**config.mk**
```make
export PLATFORM = sky130hd
export DESIGN_NAME = hex_display_ctrl
export DESIGN_NICKNAME = d
export VERILOG_FILES = /design/src/rtl/hex_display_ctrl.sv
export SDC_FILE = /design/constraint.sdc
export NUM_CORES = 1
export LEC_CHECK = 0
export CAP_MARGIN = 20
export CORE_ASPECT_RATIO = 0.8
export CORE_MARGIN = 5
export CORE_UTILIZATION = 59
export DETAILED_ROUTE_END_ITERATION = 8
export GPL_TIMING_DRIVEN = 0
export MAX_ROUTING_LAYER = met4
export PLACE_DENSITY_LB_ADDON = 0.08
export SYNTH_ARGS = -nofsm -noshare
export SYNTH_HDL_FRONTEND = slang
export SYNTH_SLANG_ARGS = --single-unit
```
**constraint.sdc**
```tcl
create_clock -name clk -period 4.2 [get_ports clk]
set_clock_uncertainty 0.2 [all_clocks]
set_input_delay 0.63 -clock clk [delete_from_list [all_inputs] [get_ports clk]]
set_output_delay 0.63 -clock clk [all_outputs]
set_load 0.01 [all_outputs]
```
**src/rtl/hex_display_ctrl.sv**
```systemverilog
// Seven-segment display controller with a small register interface.
// A VALUE/CTRL register pair is snapshotted into a scan engine that
// refreshes one digit per clock through a single shared hex decoder.
// A free-running prescaler produces the blink phase and also schedules
// refresh scans so blinking digits follow the phase.
//
// Bus handshake: write and read are single-cycle strobes with no ready
// signal. A write updates the addressed register on the clock edge where
// write=1. A read latches the addressed register into readdata on the
// edge where read=1; readdata then holds until the next read.

// Active-low seven-segment decoder for one hexadecimal nibble
// (segment order dp,g,f,e,d,c,b,a; a 0 lights a segment).
module hexdecoder (
    input  logic [3:0] nibble,
    output logic [7:0] code
);

    // Pure lookup from nibble to segment pattern
    always_comb begin
        code = 8'hFF;
        case (nibble)
            4'h0: code = 8'hC0;
            4'h1: code = 8'hF9;
            4'h2: code = 8'hA4;
            4'h3: code = 8'hB0;
            4'h4: code = 8'h99;
            4'h5: code = 8'h92;
            4'h6: code = 8'h82;
            4'h7: code = 8'hF8;
            4'h8: code = 8'h80;
            4'h9: code = 8'h90;
            4'hA: code = 8'h88;
            4'hB: code = 8'h83;
            4'hC: code = 8'hC6;
            4'hD: code = 8'hA1;
            4'hE: code = 8'h86;
            4'hF: code = 8'h8E;
            default: code = 8'hFF;
        endcase
    end

endmodule

module hex_display_ctrl #(
    parameter int NDIGITS   = 6,
    parameter int BLINK_DIV = 25000000
) (
    input  logic                   clk,
    input  logic                   reset_n,
    input  logic [1:0]             address,
    input  logic                   write,
    input  logic [31:0]            writedata,
    input  logic                   read,
    output logic [31:0]            readdata,
    output logic [8*NDIGITS-1:0]   hex_out
);

    localparam int IDXW = (NDIGITS > 1) ? $clog2(NDIGITS) : 1;
    localparam int CNTW = $clog2(BLINK_DIV);
    localparam int VW   = 4 * NDIGITS;

    localparam logic [1:0] ADDR_VALUE  = 2'd0;
    localparam logic [1:0] ADDR_CTRL   = 2'd1;
    localparam logic [1:0] ADDR_STATUS = 2'd2;

    typedef enum logic {
        IDLE = 1'b0,
        SCAN = 1'b1
    } state_t;

    // Programmer-visible registers
    logic [VW-1:0]      value_reg;
    logic [NDIGITS-1:0] blank_mask;
    logic [NDIGITS-1:0] blink_mask;
    logic               enable;

    // Status and timing state
    logic [7:0]         frame_cnt;
    logic [CNTW-1:0]    presc;
    logic               blink_phase;
    logic               pending;

    // Scan engine state and the snapshot it works from
    state_t             state;
    logic [IDXW-1:0]    idx;
    logic [VW-1:0]      snap_value;
    logic [NDIGITS-1:0] snap_blank;
    logic [NDIGITS-1:0] snap_blink;
    logic               snap_enable;
    logic               snap_phase;

    // Combinational helpers
    logic               wr_value;
    logic               wr_ctrl;
    logic               blink_wrap;
    logic               scan_start;
    logic               last_digit;
    logic [3:0]         cur_nibble;
    logic [7:0]         dec_code;
    logic [7:0]         digit_code;
    logic [31:0]        value_word;
    logic [31:0]        ctrl_word;
    logic [31:0]        status_word;
    logic [31:0]        rd_mux;
    logic               unused_wdata;

    // Only some writedata bits land in registers; the rest are don't-care.
    assign unused_wdata = &{1'b0, writedata};

    assign wr_value   = write && (address == ADDR_VALUE);
    assign wr_ctrl    = write && (address == ADDR_CTRL);
    assign blink_wrap = (presc == CNTW'(BLINK_DIV - 1));
    assign scan_start = (state == IDLE) && pending;
    assign last_digit = (idx == IDXW'(NDIGITS - 1));
    assign cur_nibble = snap_value[{idx, 2'b00} +: 4];

    // The one decoder shared by all digits; it sees the digit under scan
    hexdecoder u_dec (
        .nibble (cur_nibble),
        .code   (dec_code)
    );

    // Pick the final code for the digit under scan: blanking wins over
    // blinking, which wins over the decoded nibble
    always_comb begin
        digit_code = dec_code;
        if (!snap_enable || snap_blank[idx]) begin
            digit_code = 8'hFF;
        end else if (snap_blink[idx] && snap_phase) begin
            digit_code = 8'hFF;
        end
    end

    // Assemble register images as seen by the bus; unused bits read 0
    always_comb begin
        value_word                = '0;
        value_word[VW-1:0]        = value_reg;
        ctrl_word                 = '0;
        ctrl_word[NDIGITS-1:0]    = blank_mask;
        ctrl_word[8 +: NDIGITS]   = blink_mask;
        ctrl_word[16]             = enable;
        status_word               = '0;
        status_word[0]            = (state == SCAN);
        status_word[1]            = pending;
        status_word[2]            = blink_phase;
        status_word[15:8]         = frame_cnt;
    end

    // Read address decode; the reserved address reads as zero
    always_comb begin
        rd_mux = '0;
        case (address)
            ADDR_VALUE:  rd_mux = value_word;
            ADDR_CTRL:   rd_mux = ctrl_word;
            ADDR_STATUS: rd_mux = status_word;
            default:     rd_mux = '0;
        endcase
    end

    // Bus writes into VALUE and CTRL; STATUS and reserved writes are dropped
    always_ff @(posedge clk or negedge reset_n) begin
        if (!reset_n) begin
            value_reg  <= '0;
            blank_mask <= '0;
            blink_mask <= '0;
            enable     <= 1'b1;
        end else begin
            if (wr_value) begin
                value_reg <= writedata[VW-1:0];
            end
            if (wr_ctrl) begin
                blank_mask <= writedata[NDIGITS-1:0];
                blink_mask <= writedata[8 +: NDIGITS];
                enable     <= writedata[16];
            end
        end
    end

    // Registered read data, held between read strobes
    always_ff @(posedge clk or negedge reset_n) begin
        if (!reset_n) begin
            readdata <= '0;
        end else if (read) begin
            readdata <= rd_mux;
        end
    end

    // Free-running blink prescaler; each wrap flips the blink phase
    always_ff @(posedge clk or negedge reset_n) begin
        if (!reset_n) begin
            presc       <= '0;
            blink_phase <= 1'b0;
        end else if (blink_wrap) begin
            presc       <= '0;
            blink_phase <= ~blink_phase;
        end else begin
            presc <= presc + CNTW'(1);
        end
    end

    // Refresh request: any new event re-arms it even on the edge where a
    // scan consumes the previous request, so nothing is lost
    always_ff @(posedge clk or negedge reset_n) begin
        if (!reset_n) begin
            pending <= 1'b1;
        end else begin
            pending <= (pending && !scan_start) || wr_value || wr_ctrl || blink_wrap;
        end
    end

    // Scan FSM: snapshot on start, then write one digit per clock
    always_ff @(posedge clk or negedge reset_n) begin
        if (!reset_n) begin
            state       <= IDLE;
            idx         <= '0;
            snap_value  <= '0;
            snap_blank  <= '0;
            snap_blink  <= '0;
            snap_enable <= 1'b0;
            snap_phase  <= 1'b0;
            frame_cnt   <= '0;
            hex_out     <= {NDIGITS{8'hFF}};
        end else begin
            case (state)
                IDLE: begin
                    if (pending) begin
                        snap_value  <= value_reg;
                        snap_blank  <= blank_mask;
                        snap_blink  <= blink_mask;
                        snap_enable <= enable;
                        snap_phase  <= blink_phase;
                        idx         <= '0;
                        state       <= SCAN;
                    end
                end
                SCAN: begin
                    hex_out[{idx, 3'b000} +: 8] <= digit_code;
                    if (last_digit) begin
                        idx       <= '0;
                        frame_cnt <= frame_cnt + 8'd1;
                        state     <= IDLE;
                    end else begin
                        idx <= idx + IDXW'(1);
                    end
                end
                default: begin
                    state <= IDLE;
                    idx   <= '0;
                end
            endcase
        end
    end

endmodule

```
### Word level (Yosys, flattened, before mapping)

Memories as Yosys holds them, arrays and structs flattened.
Cells that the tools add are included.

* flip-flop bits (word level): 194
* memory bits (read-only): 112
* input port bits: 38
* output and inout bits: 80
* word-level logic and storage cells: 62
* memories kept: 1

* add/sub/neg operators: 4
* magnitude comparators: 1
* equality and inequality tests: 5
* shift-type cells: 3
* mux-type cells: 15
* bitwise operators: 2
* reduce and logical (&&, ||, !) cells: 14

Memory list
* (no name shown): words 16, bits a word 7, read ports 1, clocked after memory_dff 0, wr ports 0, line 22 `case (nibble)`

Operator list (number)
* $pmux W24 S3: 1
* $bwmux W48: 1
* $shift A8 B8 Y48 const A: 1
* $shiftx A8 B8 Y48: 1
* $add A25 B1 Y25 const B: 1
* $eq A25 B25 Y1 const B: 1
* $mux W25: 1
* $shiftx A24 B6 Y4: 1
* $mux W8: 2
* $add A8 B1 Y8 const B: 1
* $neg A6 Y8: 1
* $bmux W1 S3: 2
* $mux W3: 2
* $pmux W3 S2: 1
* $logic_and A1 B1 Y1: 5
* $logic_or A1 B1 Y1: 4
* $lt A3 B4 Y1 const B: 1
* $mux W1: 4
* $reduce_and A2 Y1: 2
* $add A3 B1 Y3 const B: 1
* $eq A3 B3 Y1 const B: 1
* $eq A2 B1 Y1 const B: 1
* $eq A2 B2 Y1 const B: 1
* $logic_not A1 Y1: 2
* 4 further kinds: 5

### Logic depth before layout (Yosys ltp)

Gate-level depths: netlist (run 1).

* depth in word-level cells: 7
* mapped depth: 11
* mapped depth without buffers: 8

### Hierarchy

A second synthesis (run 1) with hierarchy kept.

* cell total of the unflattened synthesis: 658
* area, all modules: 8250.4 um^2

Modules (own cells, without submodules)
* hex_display_ctrl: times used 1, cells an instance 625, area each 7977.7 um^2, seq. area each 4717.0 um^2
* hexdecoder: times used 1, cells an instance 33, area each 272.8 um^2, seq. area each 0.0 um^2

### Worst setup path before layout (run 1)

OpenSTA, ideal clock, no wires.

* path kind: flip-flop to flip-flop
* from: register idx[0]
* to: register hex_out[19]
* setup time: 98 ps
* arrival: 2476 ps
* required time: 3902 ps
* path slack: 1427 ps
* cell stages (with the launch flop): 11
* buffers on the path: 2
* period minus slack after synthesis: 2773 ps
* path through: dfrtp_1 -> buf_6 -> buf_2 -> mux4_2 -> a22oi_2 -> inv_1 -> ha_1 -> o21ai_0 -> a21oi_1 -> nor3_1 -> o21ai_0

* word-level cells in the longest chain between the ends: 7
* elaborated cells between the ends (all ways): 14
* classes of those cells: add/sub: 1; shift: 3; mux: 7; reduce/logical: 2; memory: 1

RTL lines
* from (decl): line 86 `logic [IDXW-1:0] idx;`
* from (signal assigned): line 244 `idx <= idx + IDXW'(1);`
* parallel branches: the longest is 6 deep, another holds $mem_v2 Z16 W7
* $bwmux W48 *: line 238 `hex_out[{idx, 3'b000} +: 8] <= digit_code;`
* to (signal assigned): line 223 `hex_out <= {NDIGITS{8'hFF}};`
* to (signal, indexed assignment): line 238
* to (decl): line 56 `output logic [8*NDIGITS-1:0] hex_out`

Mark *: on every way between the ends. The select of a mux whose other input is x is not followed.
A chain may end at the register's enable or synchronous reset.

### Final worst setup path (run 1)

* from: register idx[0]
* to: register hex_out[38]

Same word-level chain as after synthesis.

==> flow_summary.toml, run 1 <==
[detailed_routing]
drtIter0Drc = 366
vias_per_cell = 5.76
num_vias = 5893
drc_errors = 0
wl_per_cell_um = 18.8
ant_nets = 0
dr.pass1.iters = 6
drt_wl_total_um = 19200

[floorplanning]
start_util = 0.606
dieHeight_um = 116
core_um2 = 13700
pin_count = 118
die_w_um = 143
dieArea_um2 = 16600
row_count = 38

[synthesis]
synth_edf_count = 0
seq_area_frac_synth = 0.568
synth-warning-count = 0
ys_dominant_reg_cell = "dfrtp_1"
synthArstFlopShare = 1.00
syn_area_um2 = 8300
synth-seq-cells = 186
syn_inst = 701
syn_avg_cell_area_um2 = 11.8
synthDistinctLibCells = 55

[power_and_ir_drop]
switching_share = 0.344
power_density_nw_per_um2 = 718
power.internal_uw = 4810
peakVddDrop_uv = 424
p_leak_uw = 0.00436
p_seq_frac = 0.388
pwr-share-clk = 0.233
p_sw_uw = 2530
power_frac_comb = 0.379

[critical_path]
crit_arrival_ns = 3.65
crit_type = "flop to flop"
start_kind = "flop"
rrSetupSlack_ns = 0.68
critPathCaptureType = "flop"
worst-path-max-fanout = 10
worstPathCellList = "buf_6 > buf_2 > mux4_2 > a22oi_2 > inv_1 > ha_1 > mux2i_1 > nor2_1 > a311oi_2 > o21ai_0"
max_stage_delay_ns = 0.70
cp_data_required_time_ns = 4.33
cp_slowest_cell = "a311oi_2"

[status]
status = "finished clean"

[sta]
drv_slew = 0
layout_min_cycle_time_ns = 3.52
setup_viol_count_final = 0
hold_viol_final = 0
layout_setup_ws_ns = 0.680
rsz0062_at_grt = "no"
fmax_mhz = 284
slew_headroom = 0.398
layout_worst_path_cycle_share = 0.838
tightest_slew_ns = 0.896

[grt]
grt_pass1_vias = 6155
grt_first_pass_wirelength_um = 31500
grt_max_degree = 108
antenna_found_initial = 0
overflow = 0
grt_usage = 0.255

[cts]
cts_tree = "yes"
insertion_delay_ns = 0.44
clk_pin_slew_ns = 0.06
htreeDepth = 4
clock-sinks = 186
clockRootBuffer = "clkbuf_16"
post-cts-setup-buffer-count = 0
cts_made_buffers = 17
cts.path.max_buffers = 2

[layout]
instances_no_fill = 1023
area_delta_synth_final_pct = 23.1
seq_area_um2 = 4720
layout_commonest_cell = "dfrtp_1"
nFillCells = 903
final_cell_mix = "dfrtp_1, clkdlybuf4s50_1, mux2_2, nand2_1, nor2_1"
regMostFlops = "hex_out"
reg_top3 = "hex_out: 48 flops, presc: 25 flops"
drive_gt1_frac = 0.232
final_nets = 881
largest_reg_flops = 48
final_util = 0.746
multi_input_area_um2 = 3330

[placed_design]
dp_cells = 989
place_ws_ns = 0.696
portBuffers = 99
hpwl_um = 13800
gp_routability_congestion = 0.826

[min_path]
hp-class = "flop to flop"

[run]
drv_cap = 0
-- kinds of logic (layout without fill, tap and decap cells) --
group	Yosys count	after routing	share of synthesized area
other cells	1	9	0.000452
xor+xnor	28	28	0.0296
simple gates	186	186	0.106
fa+ha+maj	14	14	0.0211
compound gates	117	117	0.0897
flops	186	186	0.568
buf+inv	63	197	0.0336
mux	106	106	0.151
-- cell type report --
type / instances / area share
Clock buffer: 19 / 0.0424
Buffer: 40 / 0.0189
Sequential cell: 186 / 0.462
Tap cell: 180 / 0.0221
Timing Repair Buffer: 102 / 0.102
Antenna cell: 1 / 0.000245
Inverter: 23 / 0.00845
Clock inverter: 13 / 0.0186
Multi-Input combinational cell: 459 / 0.326
-- worst max-delay path, delay by kind of cell (launching register included) --
kind	cells	cell delay, ns
compound gates	3	1.15
fa+ha+maj	1	0.24
buf+inv	3	0.61
mux	2	0.70
simple gates	1	0.08
flops	1	0.44
-- routing by layer --
| metal | GRT usage | vias to the layer above | wire [um] |
|---|---|---|---|
| met3 | 0.0594 | 39 | 1080 |
| met4 | 0.0868 | 0 | 440 |
| met2 | 0.422 | 204 | 9760 |
| li1 | - | 2694 | - |
| met5 | - | - | 0 |
| met1 | 0.311 | 2956 | 7940 |
-- power groups by stage --
stage	sequential, uW	combinational, uW	clock [uW]
floorplan	2890	1620	0
global placement	2840	2640	0
detailed placement	2880	2760	0
CTS	2850	2790	1720
global route	2920	3060	1810
finish	2850	2780	1710
-- worst paths after layout --
kind / depth (start not counted) / start / end
min: 1 / presc[0]$_DFF_PN0_ / presc[0]$_DFF_PN0_
max in group asynchronous: 3 / reset_n / snap_value[5]$_DFFE_PN0P_
min reg2reg: 1 / presc[0]$_DFF_PN0_ / presc[0]$_DFF_PN0_
min in group asynchronous: 2 / reset_n / presc[18]$_DFF_PN0_
max reg2reg: 10 / idx[0]$_DFFE_PN0P_ / hex_out[38]$_DFFE_PN1P_
max: 10 / idx[0]$_DFFE_PN0P_ / hex_out[38]$_DFFE_PN1P_
-- cells in the mapped netlist, types with 6 or more instances --
cell type	count	area share
dfrtp_1	136	0.41
nand3_1	15	0.0090
inv_1	22	0.010
buf_4	8	0.0072
nand2_1	60	0.027
xnor2_1	12	0.013
xor2_1	16	0.017
ha_1	14	0.021
a211oi_1	13	0.012
a21oi_1	28	0.017
nand4_1	10	0.0075
mux2_2	83	0.11
clkbuf_1	22	0.010
nor2_1	57	0.026
o21ai_0	46	0.028
nor2b_1	6	0.0045
mux2i_1	17	0.021
nand2b_1	7	0.0053
dfstp_2	50	0.16
o22ai_1	6	0.0045
-- per-stage QoR --
stage               setup TNS (ns)  total power [uW]  hold WS [ns]  cell area (um2)
finish                           0              7340         0.261            10200
global route                     0              7790         0.278            10200
CTS                              0              7360         0.260            10200
detailed placement               0              5640         0.251             9580
global placement           -782.41              5480         0.237             9540
floorplan                        0              4510         0.134             8320
-- timing repair --
action                                  CTS  global route
endpoints found under the hold margin    31             0
gates resized for setup                   0             0
hold buffers                              1             0
endpoints found under the setup margin    0             0
(Power assumes the default switching activity.)
==> run 2: changes to the inputs <==
- CORE_UTILIZATION: 59 -> 55
- clock period: 4.2 -> 3.55 ns (I/O delays scaled with it)
==> run 2 against run 1 <==
Setup slack worse by 0.45 ns. Power rose by 19%. Clock power grew 18%. Via count is 1.8% lower. Combinational power up 21%. Global-route usage fell by 2.6 points. Utilization is 5.8 points lower. Critical path depth unchanged. Die area is 6.7% higher. Sequential power is 18% higher.
==> flow_summary.toml, run 2 (synthesized netlist as in run 1, its figures left out) <==
[sta]
layout_min_cycle_time_ns = 3.32
finalSetupTns_ns = 0
layout_setup_ws_ns = 0.228
setup_viol_count_final = 0
layout_worst_path_cycle_share = 0.936
rsz0062_at_grt = "no"
hold_viol_final = 0
tightest_slew_ns = 0.892
slew_headroom = 0.400
drv_slew = 0
fmax_mhz = 301

[floorplanning]
core_um2 = 14900
row_count = 40
dieArea_um2 = 17700
dieHeight_um = 120
start_util = 0.556
die_w_um = 147
pin_count = 118

[cts]
cts_tree = "yes"
clock-sinks = 186
cts_made_buffers = 17
post-cts-setup-buffer-count = 0
clockRootBuffer = "clkbuf_16"
cts.path.max_buffers = 2
insertion_delay_ns = 0.43
htreeDepth = 4
clk_pin_slew_ns = 0.07

[status]
status = "finished clean"

[power_and_ir_drop]
p_leak_uw = 0.00437
total_power_uw = 8740
peakVddDrop_uv = 459
power_density_nw_per_um2 = 852

[layout]
final_cell_mix = "dfrtp_1, clkdlybuf4s50_1, mux2_2, nand2_1, nor2_1"
nFillCells = 1130
area_delta_synth_final_pct = 23.6
regMostFlops = "hex_out"
final_nets = 881
stdcell_area_um2 = 10300
drive_gt1_frac = 0.234
layout_commonest_cell = "dfrtp_1"
antenna_cells = 0
final_util = 0.687
largest_reg_flops = 48
reg_top3 = "hex_out: 48 flops, presc: 25 flops"

[grt]
antenna_found_initial = 0
grt_max_degree = 104
grt_usage = 0.228
overflow = 0
grt_pass1_vias = 6041
grt_first_pass_wirelength_um = 31200

[detailed_routing]
wl_per_cell_um = 18.2
num_vias = 5788
route.met2.wl_um = 9410
drt_wl_total_um = 18800
drc_errors = 0
top_layer_used = "met4"
route.met3.wl_um = 883
drtIter0Drc = 364
ant_nets = 0
met1_length_um = 8220
dr.pass1.iters = 5
vias_per_cell = 5.61

[placed_design]
gp_routability_congestion = 0.923
portBuffers = 99
place_ws_ns = -0.0125
placed_area_um2 = 9590
hpwl_um = 13800

[critical_path]
crit_type = "flop to flop"
start_kind = "flop"
critPathCaptureType = "flop"
crit_arrival_ns = 3.45
worst-path-max-fanout = 10
cp_data_required_time_ns = 3.67

[run]
drv_cap = 0

[min_path]
hp-class = "flop to flop"
-- run 2: changes by cell type in the layout (fill, tap and decap cells not counted), sizes merged --
cell      delta
clkinvlp     -1
diode        -1
clkbuf       +1
-- run 2: metal layers --
metal  global-route usage  vias to the layer above
li1                     -                     2696
met1                0.294                     2920
met2                0.374                      147
met3               0.0438                       25
met4               0.0693                        0
met5                    -                        -
-- run 2: metrics by stage --
stage                     std cells  hold WS, ns
after floorplan                 708       0.0369
after global placement          996        0.237
after detailed placement        998        0.248
after CTS                      1031        0.246
after global routing           1031        0.291
final                          1031        0.255
-- run 2: final timing paths --
kind	startpoint	end	slack (ns)	cells past startpoint
max	idx[0]$_DFFE_PN0P_	hex_out[3]$_DFFE_PN1P_	0.23	10
min	presc[0]$_DFF_PN0_	presc[0]$_DFF_PN0_	0.26	1
max reg2reg	idx[0]$_DFFE_PN0P_	hex_out[3]$_DFFE_PN1P_	0.23	10
min reg2reg	presc[0]$_DFF_PN0_	presc[0]$_DFF_PN0_	0.26	1
max in group asynchronous	reset_n	idx[2]$_DFFE_PN0P_	1.75	3
min in group asynchronous	reset_n	presc[16]$_DFF_PN0_	0.49	2
-- run 2: worst max-delay path: stages (launching register included) --
cell and delay (ns):
dfrtp_1 0.43, buf_6 0.19, buf_2 0.28, mux4_2 0.56, a22oi_2 0.25, inv_1 0.13
ha_1 0.24, o21ai_0 0.15, a21oi_1 0.13, nor3_2 0.45, o21ai_0 0.21
-- run 2: report_power, final --
part	switching, uW	total, uW	internal [uW]
Sequential	418	3370	2950
Combinational	1770	3350	1570
Clock	813	2020	1210
Total	3000	8740	5730
-- run 2: area by class of cell --
| cell class | count | area, um2 | share of cell area |
|---|---|---|---|
| buffer | 40 | 193 | 0.0188 |
| tap | 189 | 236 | 0.0231 |
| clock buffer | 20 | 447 | 0.0436 |
| sequential | 186 | 4720 | 0.460 |
| timing repair buffer | 102 | 1040 | 0.101 |
| clock inverter | 12 | 186 | 0.0182 |
| multi-input combinational | 459 | 3350 | 0.327 |
| inverter | 23 | 86.3 | 0.00842 |
-- run 2: repair_timing --
action                                  CTS  global route
endpoints found under the setup margin    2            12
resized for setup                         1             2
cloned                                    0             0
hold buffers                              1             0
pin swaps                                 0             0
hold endpoints to repair                 35             0
==> run 3: changes to the inputs <==
- CORE_UTILIZATION: 55 -> 59
- clock period: 3.55 -> 3.9 ns (I/O delays scaled with it)
==> results of run 3 <==
The final DEF is identical to that of run 1. Status: finished clean.
Main changes from that run: setup slack after placement 0.696 ns -> 0.396 ns; setup slack after layout 0.680 ns -> 0.380 ns; register-to-register setup slack 0.68 ns -> 0.38 ns; total power 7340 uW -> 7900 uW; worst IR drop on VDD 424 uV -> 457 uV
